**src/rtl/seg7_scan_mux_if.sv**
```systemverilog
// Bus between the counter/prescaler stage and the 4-digit scan multiplexer.
// The master drives value/strobe/enable; the slave (scan mux) drives the display pins.
interface seg7_scan_mux_if;
    logic        CE;
    logic [15:0] DATA;
    logic [3:0]  DP;
    logic        LOAD;
    logic [7:0]  SEG;
    logic [3:0]  DIG;
    logic        FRAME;
    logic        LOAD_PEND;

    modport master (
        output CE, DATA, DP, LOAD,
        input  SEG, DIG, FRAME, LOAD_PEND
    );

    modport slave (
        input  CE, DATA, DP, LOAD,
        output SEG, DIG, FRAME, LOAD_PEND
    );
endinterface

```
**src/rtl/seg7_scan_mux.sv**
```systemverilog
// 4-digit 7-seg scan multiplexer with per-slot blanking and frame-synchronous double buffer.
// Optional: define LEADING_ZERO_BLANK_EN to suppress segments of leading zero digits.
module seg7_scan_mux #(
    parameter int unsigned DIV   = 256,
    parameter int unsigned BLANK = 16
) (
    input  logic            C,
    input  logic            CLR,
    seg7_scan_mux_if.slave  bus
);
    localparam int unsigned CW = (DIV > 1) ? $clog2(DIV) : 1;

    logic [CW-1:0] cnt_q, cnt_d;
    logic [1:0]    idx_q, idx_d;
    logic [19:0]   pbuf_q, pbuf_d;
    logic [19:0]   dbuf_q, dbuf_d;
    logic          pend_q, pend_d;
    logic [7:0]    seg_q, seg_d;
    logic [3:0]    dig_q, dig_d;
    logic          frame_q, frame_d;

    logic          slot_end;
    logic          boundary;
    logic [3:0]    nib;
    logic          dp_bit;

    function automatic logic [6:0] hex7(input logic [3:0] v);
        case (v)
            4'h0: hex7 = 7'h3F;
            4'h1: hex7 = 7'h06;
            4'h2: hex7 = 7'h5B;
            4'h3: hex7 = 7'h4F;
            4'h4: hex7 = 7'h66;
            4'h5: hex7 = 7'h6D;
            4'h6: hex7 = 7'h7D;
            4'h7: hex7 = 7'h07;
            4'h8: hex7 = 7'h7F;
            4'h9: hex7 = 7'h6F;
            4'hA: hex7 = 7'h77;
            4'hB: hex7 = 7'h7C;
            4'hC: hex7 = 7'h39;
            4'hD: hex7 = 7'h5E;
            4'hE: hex7 = 7'h79;
            default: hex7 = 7'h71;
        endcase
    endfunction

    always_ff @(posedge C or posedge CLR) begin
        if (CLR) begin
            cnt_q   <= '0;
            idx_q   <= '0;
            pbuf_q  <= '0;
            dbuf_q  <= '0;
            pend_q  <= 1'b0;
            seg_q   <= '0;
            dig_q   <= '0;
            frame_q <= 1'b0;
        end else if (bus.CE) begin
            cnt_q   <= cnt_d;
            idx_q   <= idx_d;
            pbuf_q  <= pbuf_d;
            dbuf_q  <= dbuf_d;
            pend_q  <= pend_d;
            seg_q   <= seg_d;
            dig_q   <= dig_d;
            frame_q <= frame_d;
        end
    end

    always_comb begin
        slot_end = (cnt_q == CW'(DIV - 1));
        boundary = slot_end && (idx_q == 2'd3);
        cnt_d    = slot_end ? '0 : cnt_q + 1'b1;
        idx_d    = slot_end ? idx_q + 2'd1 : idx_q;
        frame_d  = boundary;
    end

    // A LOAD landing on the boundary edge bypasses pbuf so it is not deferred a whole frame.
    always_comb begin
        pbuf_d = bus.LOAD ? {bus.DP, bus.DATA} : pbuf_q;
        dbuf_d = dbuf_q;
        pend_d = pend_q;
        if (boundary) begin
            pend_d = 1'b0;
            if (bus.LOAD)
                dbuf_d = {bus.DP, bus.DATA};
            else if (pend_q)
                dbuf_d = pbuf_q;
        end else if (bus.LOAD) begin
            pend_d = 1'b1;
        end
    end

    always_comb begin
        case (idx_q)
            2'd0:    nib = dbuf_q[3:0];
            2'd1:    nib = dbuf_q[7:4];
            2'd2:    nib = dbuf_q[11:8];
            default: nib = dbuf_q[15:12];
        endcase
        dp_bit = dbuf_q[16 + {30'd0, idx_q}];
    end

`ifdef LEADING_ZERO_BLANK_EN
    // lead_zero[k]: nibbles k..3 are all zero; digit 0 is never treated as leading.
    logic [3:0] lead_zero;
    always_comb begin
        lead_zero[3] = (dbuf_q[15:12] == 4'h0);
        lead_zero[2] = lead_zero[3] && (dbuf_q[11:8] == 4'h0);
        lead_zero[1] = lead_zero[2] && (dbuf_q[7:4] == 4'h0);
        lead_zero[0] = 1'b0;
    end
`endif

    always_comb begin
        seg_d = '0;
        dig_d = '0;
        if (cnt_q >= CW'(BLANK)) begin
            dig_d = 4'b0001 << idx_q;
`ifdef LEADING_ZERO_BLANK_EN
            seg_d = lead_zero[idx_q] ? {dp_bit, 7'h00} : {dp_bit, hex7(nib)};
`else
            seg_d = {dp_bit, hex7(nib)};
`endif
        end
    end

    assign bus.SEG       = seg_q;
    assign bus.DIG       = dig_q;
    assign bus.FRAME     = frame_q;
    assign bus.LOAD_PEND = pend_q;
endmodule

```
**src/flat_wrapper.sv**
```systemverilog
// flat-port wrapper written by rule: the top's interface ports become plain ports
module seg7_scan_mux_flat 
#(
    parameter int unsigned DIV   = 256,
    parameter int unsigned BLANK = 16
)
  (C, CLR, bus_CE, bus_DATA, bus_DP, bus_LOAD, bus_SEG, bus_DIG, bus_FRAME, bus_LOAD_PEND);
  seg7_scan_mux_if bus_i ();
  input  logic C;
  input  logic CLR;
  input wire logic [$bits(bus_i.CE)-1:0] bus_CE;
  input wire logic [$bits(bus_i.DATA)-1:0] bus_DATA;
  input wire logic [$bits(bus_i.DP)-1:0] bus_DP;
  input wire logic [$bits(bus_i.LOAD)-1:0] bus_LOAD;
  output wire logic [$bits(bus_i.SEG)-1:0] bus_SEG;
  output wire logic [$bits(bus_i.DIG)-1:0] bus_DIG;
  output wire logic [$bits(bus_i.FRAME)-1:0] bus_FRAME;
  output wire logic [$bits(bus_i.LOAD_PEND)-1:0] bus_LOAD_PEND;
  assign bus_i.CE = bus_CE;
  assign bus_i.DATA = bus_DATA;
  assign bus_i.DP = bus_DP;
  assign bus_i.LOAD = bus_LOAD;
  assign bus_SEG = bus_i.SEG;
  assign bus_DIG = bus_i.DIG;
  assign bus_FRAME = bus_i.FRAME;
  assign bus_LOAD_PEND = bus_i.LOAD_PEND;
  seg7_scan_mux #(.DIV(DIV), .BLANK(BLANK)) u_core (.C(C), .CLR(CLR), .bus(bus_i));
endmodule
```
**config.mk**
```make
export PLATFORM = sky130hd
export DESIGN_NAME = seg7_scan_mux_flat
export DESIGN_NICKNAME = d
export VERILOG_FILES = /design/src/rtl/seg7_scan_mux_if.sv /design/src/rtl/seg7_scan_mux.sv /design/src/flat_wrapper.sv
export SDC_FILE = /design/constraint.sdc
export NUM_CORES = 1
export LEC_CHECK = 0
export ABC_AREA = 1
export ABC_CLOCK_PERIOD_IN_PS = 2800
export CORE_AREA = 4 4 91 93
export DETAILED_ROUTE_END_ITERATION = 7
export DIE_AREA = 0 0 95 97
export HOLD_SLACK_MARGIN = 0.08
export PLACE_DENSITY = 0.74
export SYNTH_ARGS = -nofsm -noshare
export SYNTH_HDL_FRONTEND = slang
export SYNTH_SLANG_ARGS = --single-unit
```
**constraint.sdc**
```tcl
create_clock -name C -period 2.8 [get_ports C]
set_clock_uncertainty 0.2 [all_clocks]
set_input_delay 0.56 -clock C [delete_from_list [all_inputs] [get_ports C]]
set_output_delay 0.56 -clock C [all_outputs]
set_load 0.01 [all_outputs]
```
Word level (Yosys, flattened, before mapping)
Memory sizes are Yosys's and may differ from the RTL's.
Index checks and enable logic that the tools add are counted.
{"block": "word_totals", "regBits": 64, "inputBits": 24, "n_memories": 1, "output_inout_bits": 14, "word_cells": 37, "mem_bits_ro": 112}
{"memory": "(no name shown)", "words": 16, "width": 7, "read_ports": 1, "rd_clocked_by_memory_dff": 0, "wr": 0, "line": "seg7_scan_mux.sv:28", "text": "case (v)"}
{"block": "op_classes", "reduce_logical": 8, "shift": 1, "n_eq_ne": 4, "add_sub_neg": 3, "order_cmp": 2, "muxes": 10}
{"operator": "2-to-1 mux 20 bit", "n": 2}
{"operator": "less-than comparator 32 x 6 -> 1 bit, second input constant", "n": 1}
{"operator": "2-to-1 mux 8 bit", "n": 2}
{"operator": "case mux 4 bit (3 select lines)", "n": 1}
{"operator": "adder 8 x 1 -> 8 bit, second input constant", "n": 1}
{"operator": "== test 8 bit, second input constant", "n": 1}
{"operator": ">= comparator 8 x 5 -> 1 bit, second input constant", "n": 1}
{"operator": "adder 5 x 2 -> 6 bit, first input constant", "n": 1}
{"operator": "AND reduction 2 bit", "n": 3}
{"operator": "binary-select mux 1 bit (select 5 bit)", "n": 1}
{"operator": "== test 2 bit, second input constant", "n": 2}
{"operator": "2-to-1 mux 4 bit", "n": 1}
{"operator": "nonzero test 2 bit", "n": 2}
{"operator": "left shift 1 x 2 -> 4 bit, first input constant", "n": 1}
{"operator": "2-to-1 mux 1 bit", "n": 3}
{"operator": "AND reduction 3 bit", "n": 1}
{"operator": "adder 2 x 1 -> 2 bit, second input constant", "n": 1}
{"operator": "== test 2 x 1 -> 1 bit, second input constant", "n": 1}
{"operator": "zero test 2 bit", "n": 1}
{"operator": "logical AND 1 bit", "n": 1}

Depth between registers and ports, before layout
{"block": "logic_depth", "ltp_word": 4, "ltp_mapped": 14, "ltp_nobuf": 14}

Worst setup path before layout
No wires, ideal clock.
{"block": "synth_timing", "path_kind": "flip-flop to flip-flop", "start": "register u_core.idx_q[0]", "end": "register u_core.seg_q[3], in the netlist u_core.bus.SEG[3]", "path_stages_with_launch": 10, "setup_ps": 117, "setup_slack_ps": 702, "t_arrival_ps": 1781, "cell_sequence": "dfrtp_1 -> inv_1 -> ha_1 -> nand2_1 -> nand2_1 -> o21bai_1 -> ha_1 -> nand3b_1 -> nand3_1 -> nand2_1"}
{"block": "synth_via", "elab_chain_cells": 4}
{"item": "start: declaration", "line": "seg7_scan_mux.sv:14", "text": "logic [1:0] idx_q, idx_d;"}
{"item": "start signal: assignment", "line": "seg7_scan_mux.sv:60", "text": "idx_q <= idx_d;"}
{"item": "== test 2 bit (tied with other cells)", "line": "seg7_scan_mux.sv:95", "text": "case (idx_q)"}
{"item": "case mux 4 bit (3 select lines) (*)", "line": "seg7_scan_mux.sv:95"}
{"item": "memory (16 x 7 bit) (*)"}
{"item": "2-to-1 mux 8 bit (*)", "line": "seg7_scan_mux.sv:118", "text": "if (cnt_q >= CW'(BLANK)) begin"}
{"item": "end signal: assignment", "line": "seg7_scan_mux.sv:64", "text": "seg_q <= seg_d;"}
{"item": "end: declaration", "line": "seg7_scan_mux.sv:18", "text": "logic [7:0] seg_q, seg_d;"}
Mark *: on every way between the ends. The rest lies on a longest branch, timed or not.
A chain may end at the register's enable or synchronous reset.

Final worst setup path
{"block": "layout_timing", "start": "register u_core.idx_q[0]", "end": "register u_core.seg_q[0], in the netlist u_core.bus.SEG[0]"}
Same word-level chain as after synthesis.

==> impl_table.tex <==
\begin{tabular}{lr}
\hline
Metric & Value \\
\hline
\multicolumn{2}{l}{\textbf{STA}} \\
RSZ-0062 raised after global routing & false \\
Total negative slack for setup checks & 0 ps \\
Timing-limited maximum frequency & 418 MHz \\
Max-slew headroom at the worst pin & 57.3\% \\
Period utilisation layout & 85.5\% \\
Final worst path period need & 2390 ps \\
Number of failing setup endpoints in the final timing report & 0 \\
Number of hold violations in the final report & 0 \\
Slew of the pin with the lowest slew margin & 638 ps \\
Count of pins over their slew limit & 0 \\
\multicolumn{2}{l}{\textbf{Clock tree}} \\
Register clock-pin slew on the reported worst setup and hold paths & 70 ps \\
H-Tree Depth & 3 \\
Clock latency on the worst-skew pair & 330 ps \\
Cts repair resizes & 0 \\
Number of CTS-inserted buffers & 9 \\
Buffer cell driving the clock tree root & sky130\_fd\_sc\_hd\_\_clkbuf\_8 \\
Hold Buf Count CTS & 0 \\
CTS max path bufs & 2 \\
Clk sink count & 64 \\
Number of buffers added for setup after CTS & 0 \\
CTS tree & built \\
\multicolumn{2}{l}{\textbf{Place}} \\
Routability congestion estimate from global placement & 0.906 \\
Area after detailed placement & 3750 sq um \\
Port Buffers & 37 \\
Final HPWL DP & 4.70 mm \\
Placed cells & 499 \\
\multicolumn{2}{l}{\textbf{Worst setup path}} \\
Worst r2r dst & u\_core.bus.SEG[0]\$\_DFFE\_PP0P\_ \\
Worst Path Max Fanout & 7 \\
R2R Path Start & u\_core.idx\_q[0]\$\_DFFE\_PP0P\_ \\
Reg2Reg Depth & 13 \\
CP required & 2830 ps \\
CP cell instances & inv\_1 -> ha\_1 -> nand2\_1 -> nand2\_1 -> o21bai\_1 -> ha\_1 -> inv\_1 -> nor2\_1 -> inv\_1 -> nand2\_1 -> nand2\_1 -> nand2\_1 -> nand2\_1 \\
Worst setup endpoint & u\_core.bus.SEG[0]\$\_DFFE\_PP0P\_ \\
Setup crit start & u\_core.idx\_q[0]\$\_DFFE\_PP0P\_ \\
Endpoint type of the worst setup path & flop \\
Register-to-register path setup slack & 410 ps \\
Crit path kind & flop to flop \\
Delay of the slowest cell on the worst path & 470 ps \\
Cell with the largest stage delay on the worst path & sky130\_fd\_sc\_hd\_\_dfrtp\_1 \\
Arrival time reported for the critical path endpoint & 2420 ps \\
Most used cell along the critical path & sky130\_fd\_sc\_hd\_\_nand2\_1 \\
Critical Path Start Type & flop \\
\multicolumn{2}{l}{\textbf{Final layout}} \\
Cell Count, Final, Fillers Out & 515 \\
Share of cells above drive strength 1 & 13.8\% \\
Ant. Diodes & 0 \\
\# nets final & 443 \\
Layout Cell Area excl Fill & 3940 sq um \\
Area delta synth->final & 19.6\% \\
\multicolumn{2}{l}{\textbf{Logic synthesis}} \\
FFs w/ async S/R, synth & 100\% \\
Number of flops mapped to enable cells by yosys & 0 \\
Post-synthesis cell type with the largest combined area & sky130\_fd\_sc\_hd\_\_dfrtp\_1 \\
Mean instance size in the synthesized netlist & 8.97 sq um \\
Post-synth design cell area & 3290 sq um \\
Commonest cells in the netlist & sky130\_fd\_sc\_hd\_\_nand2\_1 (128), sky130\_fd\_sc\_hd\_\_dfrtp\_1 (64), sky130\_fd\_sc\_hd\_\_nor2\_1 (22) \\
Fraction of the yosys area taken by sequential cells & 48.7\% \\
Number of synthesized register bits & 64 \\
Area contributors post-synth & sky130\_fd\_sc\_hd\_\_dfrtp\_1 (49\%), sky130\_fd\_sc\_hd\_\_nand2\_1 (15\%), sky130\_fd\_sc\_hd\_\_o21ai\_2 (5.3\%), sky130\_fd\_sc\_hd\_\_mux2i\_1 (5.2\%), sky130\_fd\_sc\_hd\_\_ha\_1 (4.2\%) \\
Most instantiated flip-flop cell in the synthesis netlist & sky130\_fd\_sc\_hd\_\_dfrtp\_1 \\
Number of distinct library cells after synthesis & 36 \\
Top cell type's share of synthesized area & 48.7\% \\
Number of warnings printed during yosys synthesis & 0 \\
Dominant cell by count in the synthesized netlist & sky130\_fd\_sc\_hd\_\_nand2\_1 \\
Post-Synthesis Net Count & 402 \\
Post-synthesis instance total & 367 \\
\multicolumn{2}{l}{\textbf{Pwr}} \\
Combinational cell fraction of total power & 19.7\% \\
Part of the power in registers & 48.6\% \\
Net Switching & 0.684 mW \\
Leakage power figure & 1.91 nW \\
Clock Power Share & 31.7\% \\
Internal power & 1.64 mW \\
Peak supply drop & 0.000369 V \\
Pwr dens & 590 nW/um\^{}2 \\
Switching power share of the total & 29.4\% \\
\multicolumn{2}{l}{\textbf{Die}} \\
Standard-cell rows & 32 \\
Horiz. Die Dim & 95 microns \\
Die ar. & 9220 sq um \\
Core outline area & 7530 sq um \\
Count of pins on the block boundary & 38 \\
Die height & 97 microns \\
Initial core utilization & 43.7\% \\
\multicolumn{2}{l}{\textbf{Global routing}} \\
Total global routing track utilization & 15.2\% \\
Global-route wire length before repair & 11.3 mm \\
Leftover overflow at the end of global routing & 0 \\
Number of antenna violations at the first check in global routing & 0 \\
Number of global-route vias before repair & 2481 \\
Pin count of the biggest net entering global routing & 41 \\
\multicolumn{2}{l}{\textbf{Drt}} \\
Wire length reported by the detailed router & 6.37 mm \\
1st-iter DRT viols & 146 \\
Post-detailed-route via-to-cell ratio & 4.87 \\
Number of vias in the routed layout & 2510 \\
Remaining DRCs & 0 \\
Post-detailed-route count of antenna-violating nets & 0 \\
Per-cell routed wire length & 12.4 microns \\
Pre-Repair DR Iteration Count & 4 \\
\multicolumn{2}{l}{\textbf{Min path}} \\
Type of the tightest min-delay check & flop to flop \\
\multicolumn{2}{l}{\textbf{Status}} \\
Run status & finished clean \\
\multicolumn{2}{l}{\textbf{Flow run}} \\
Count of maximum capacitance violations & 0 \\
\hline
\end{tabular}
==> layout make-up <==
cell class,instances,area (sq um)
timing repair buffer,43,428
clock buffer,14,173
inverter,25,96.3
multi-input combinational,265,1500
sequential,64,1600
tap,102,128
clock inverter,2,12.5
fill,730,3590
==> state kept, by name (all words and copies together) (netlist names) <==
name and cells:
u_core.cnt_q 8, u_core.bus.SEG 8, u_core.pbuf_q 20, u_core.bus.FRAME 1
u_core.bus.LOAD_PEND 1, u_core.dbuf_q 20, u_core.bus.DIG 4, u_core.idx_q 2
==> layout by cell type, fill, tap and decap left out, types with 3 or more instances in the layout <==
cell                              netlist  layout
sky130_fd_sc_hd__clkbuf_8               0      12
sky130_fd_sc_hd__nand2_2                3       3
sky130_fd_sc_hd__a22o_1                 4       4
sky130_fd_sc_hd__o21ai_0               18      18
sky130_fd_sc_hd__nor2_1                22      22
sky130_fd_sc_hd__inv_2                  2       3
sky130_fd_sc_hd__o21ai_1                3       3
sky130_fd_sc_hd__nand3_1               11      11
sky130_fd_sc_hd__a21oi_1                7       7
sky130_fd_sc_hd__inv_1                 21      20
sky130_fd_sc_hd__buf_4                  2       5
sky130_fd_sc_hd__clkdlybuf4s50_1        0      37
sky130_fd_sc_hd__mux2i_1               17      17
sky130_fd_sc_hd__dfrtp_1               64      64
sky130_fd_sc_hd__o21ai_2               20      20
sky130_fd_sc_hd__ha_1                  11      11
sky130_fd_sc_hd__nand2_1              128     128
==> layer usage <==
metal  global-route usage (%)  wire, microns
met1                     20.9           3080
met2                     22.7           2900
met3                     4.12            301
met4                     5.77             81
met5                        0              0
==> logic make-up (layout without fill, tap and decap cells) <==
family	after synthesis	in the layout	share of synthesized area, %
AOI/OAI and AO/OA	59	59	13.1
adders and majority gates	11	11	4.18
DFF	64	64	48.7
xor gates and xnor gates	2	2	0.532
buffers and inverters	38	84	5.86
and+or+nand+nor	176	176	22.5
muxes	17	17	5.17
==> power by group through the flow <==
stage	clock network [mW]	logic (mW)	registers (mW)
after CTS	0.752	0.464	1.13
after detailed placement	0	0.462	1.15
after floorplan	0	0.296	1.14
final	0.736	0.457	1.13
after global routing	0.796	0.516	1.15
after global placement	0	0.446	1.14
==> critical path, delay by kind of cell (launching register included) <==
family          cells  cell delay (ps)
buf+inv             3              250
compound gates      1              290
simple gates        7              580
fa+ha+maj           2              510
flops               1              470
==> metrics by stage <==
stage / worst slack, ps / hold WS, ps / util [%] / power [mW]
3_5_place_dp: 439 / 264 / 49.8 / 1.61
3_3_place_gp: 545 / 261 / 49.8 / 1.59
4_1_cts: 422 / 282 / 52.3 / 2.35
6_report: 407 / 277 / 52.3 / 2.32
5_1_grt: 166 / 302 / 52.3 / 2.46
2_1_floorplan: 442 / 248 / - / 1.43
==> worst min-delay path by stage <==
stage / slack, ps / to / cells after the start / startpoint
after global routing: 300 / u_core.bus.SEG[4]$_DFFE_PP0P_ / 2 / u_core.bus.SEG[4]$_DFFE_PP0P_
after global placement: 260 / u_core.pbuf_q[15]$_DFFE_PP0P_ / 2 / u_core.pbuf_q[15]$_DFFE_PP0P_
after CTS: 280 / u_core.pbuf_q[18]$_DFFE_PP0P_ / 2 / u_core.pbuf_q[18]$_DFFE_PP0P_
after floorplan: 250 / u_core.pbuf_q[0]$_DFFE_PP0P_ / 2 / u_core.pbuf_q[0]$_DFFE_PP0P_
final: 280 / u_core.pbuf_q[15]$_DFFE_PP0P_ / 2 / u_core.pbuf_q[15]$_DFFE_PP0P_
after detailed placement: 260 / u_core.pbuf_q[18]$_DFFE_PP0P_ / 2 / u_core.pbuf_q[18]$_DFFE_PP0P_
No activity file was read; power rests on OpenSTA's default activity.
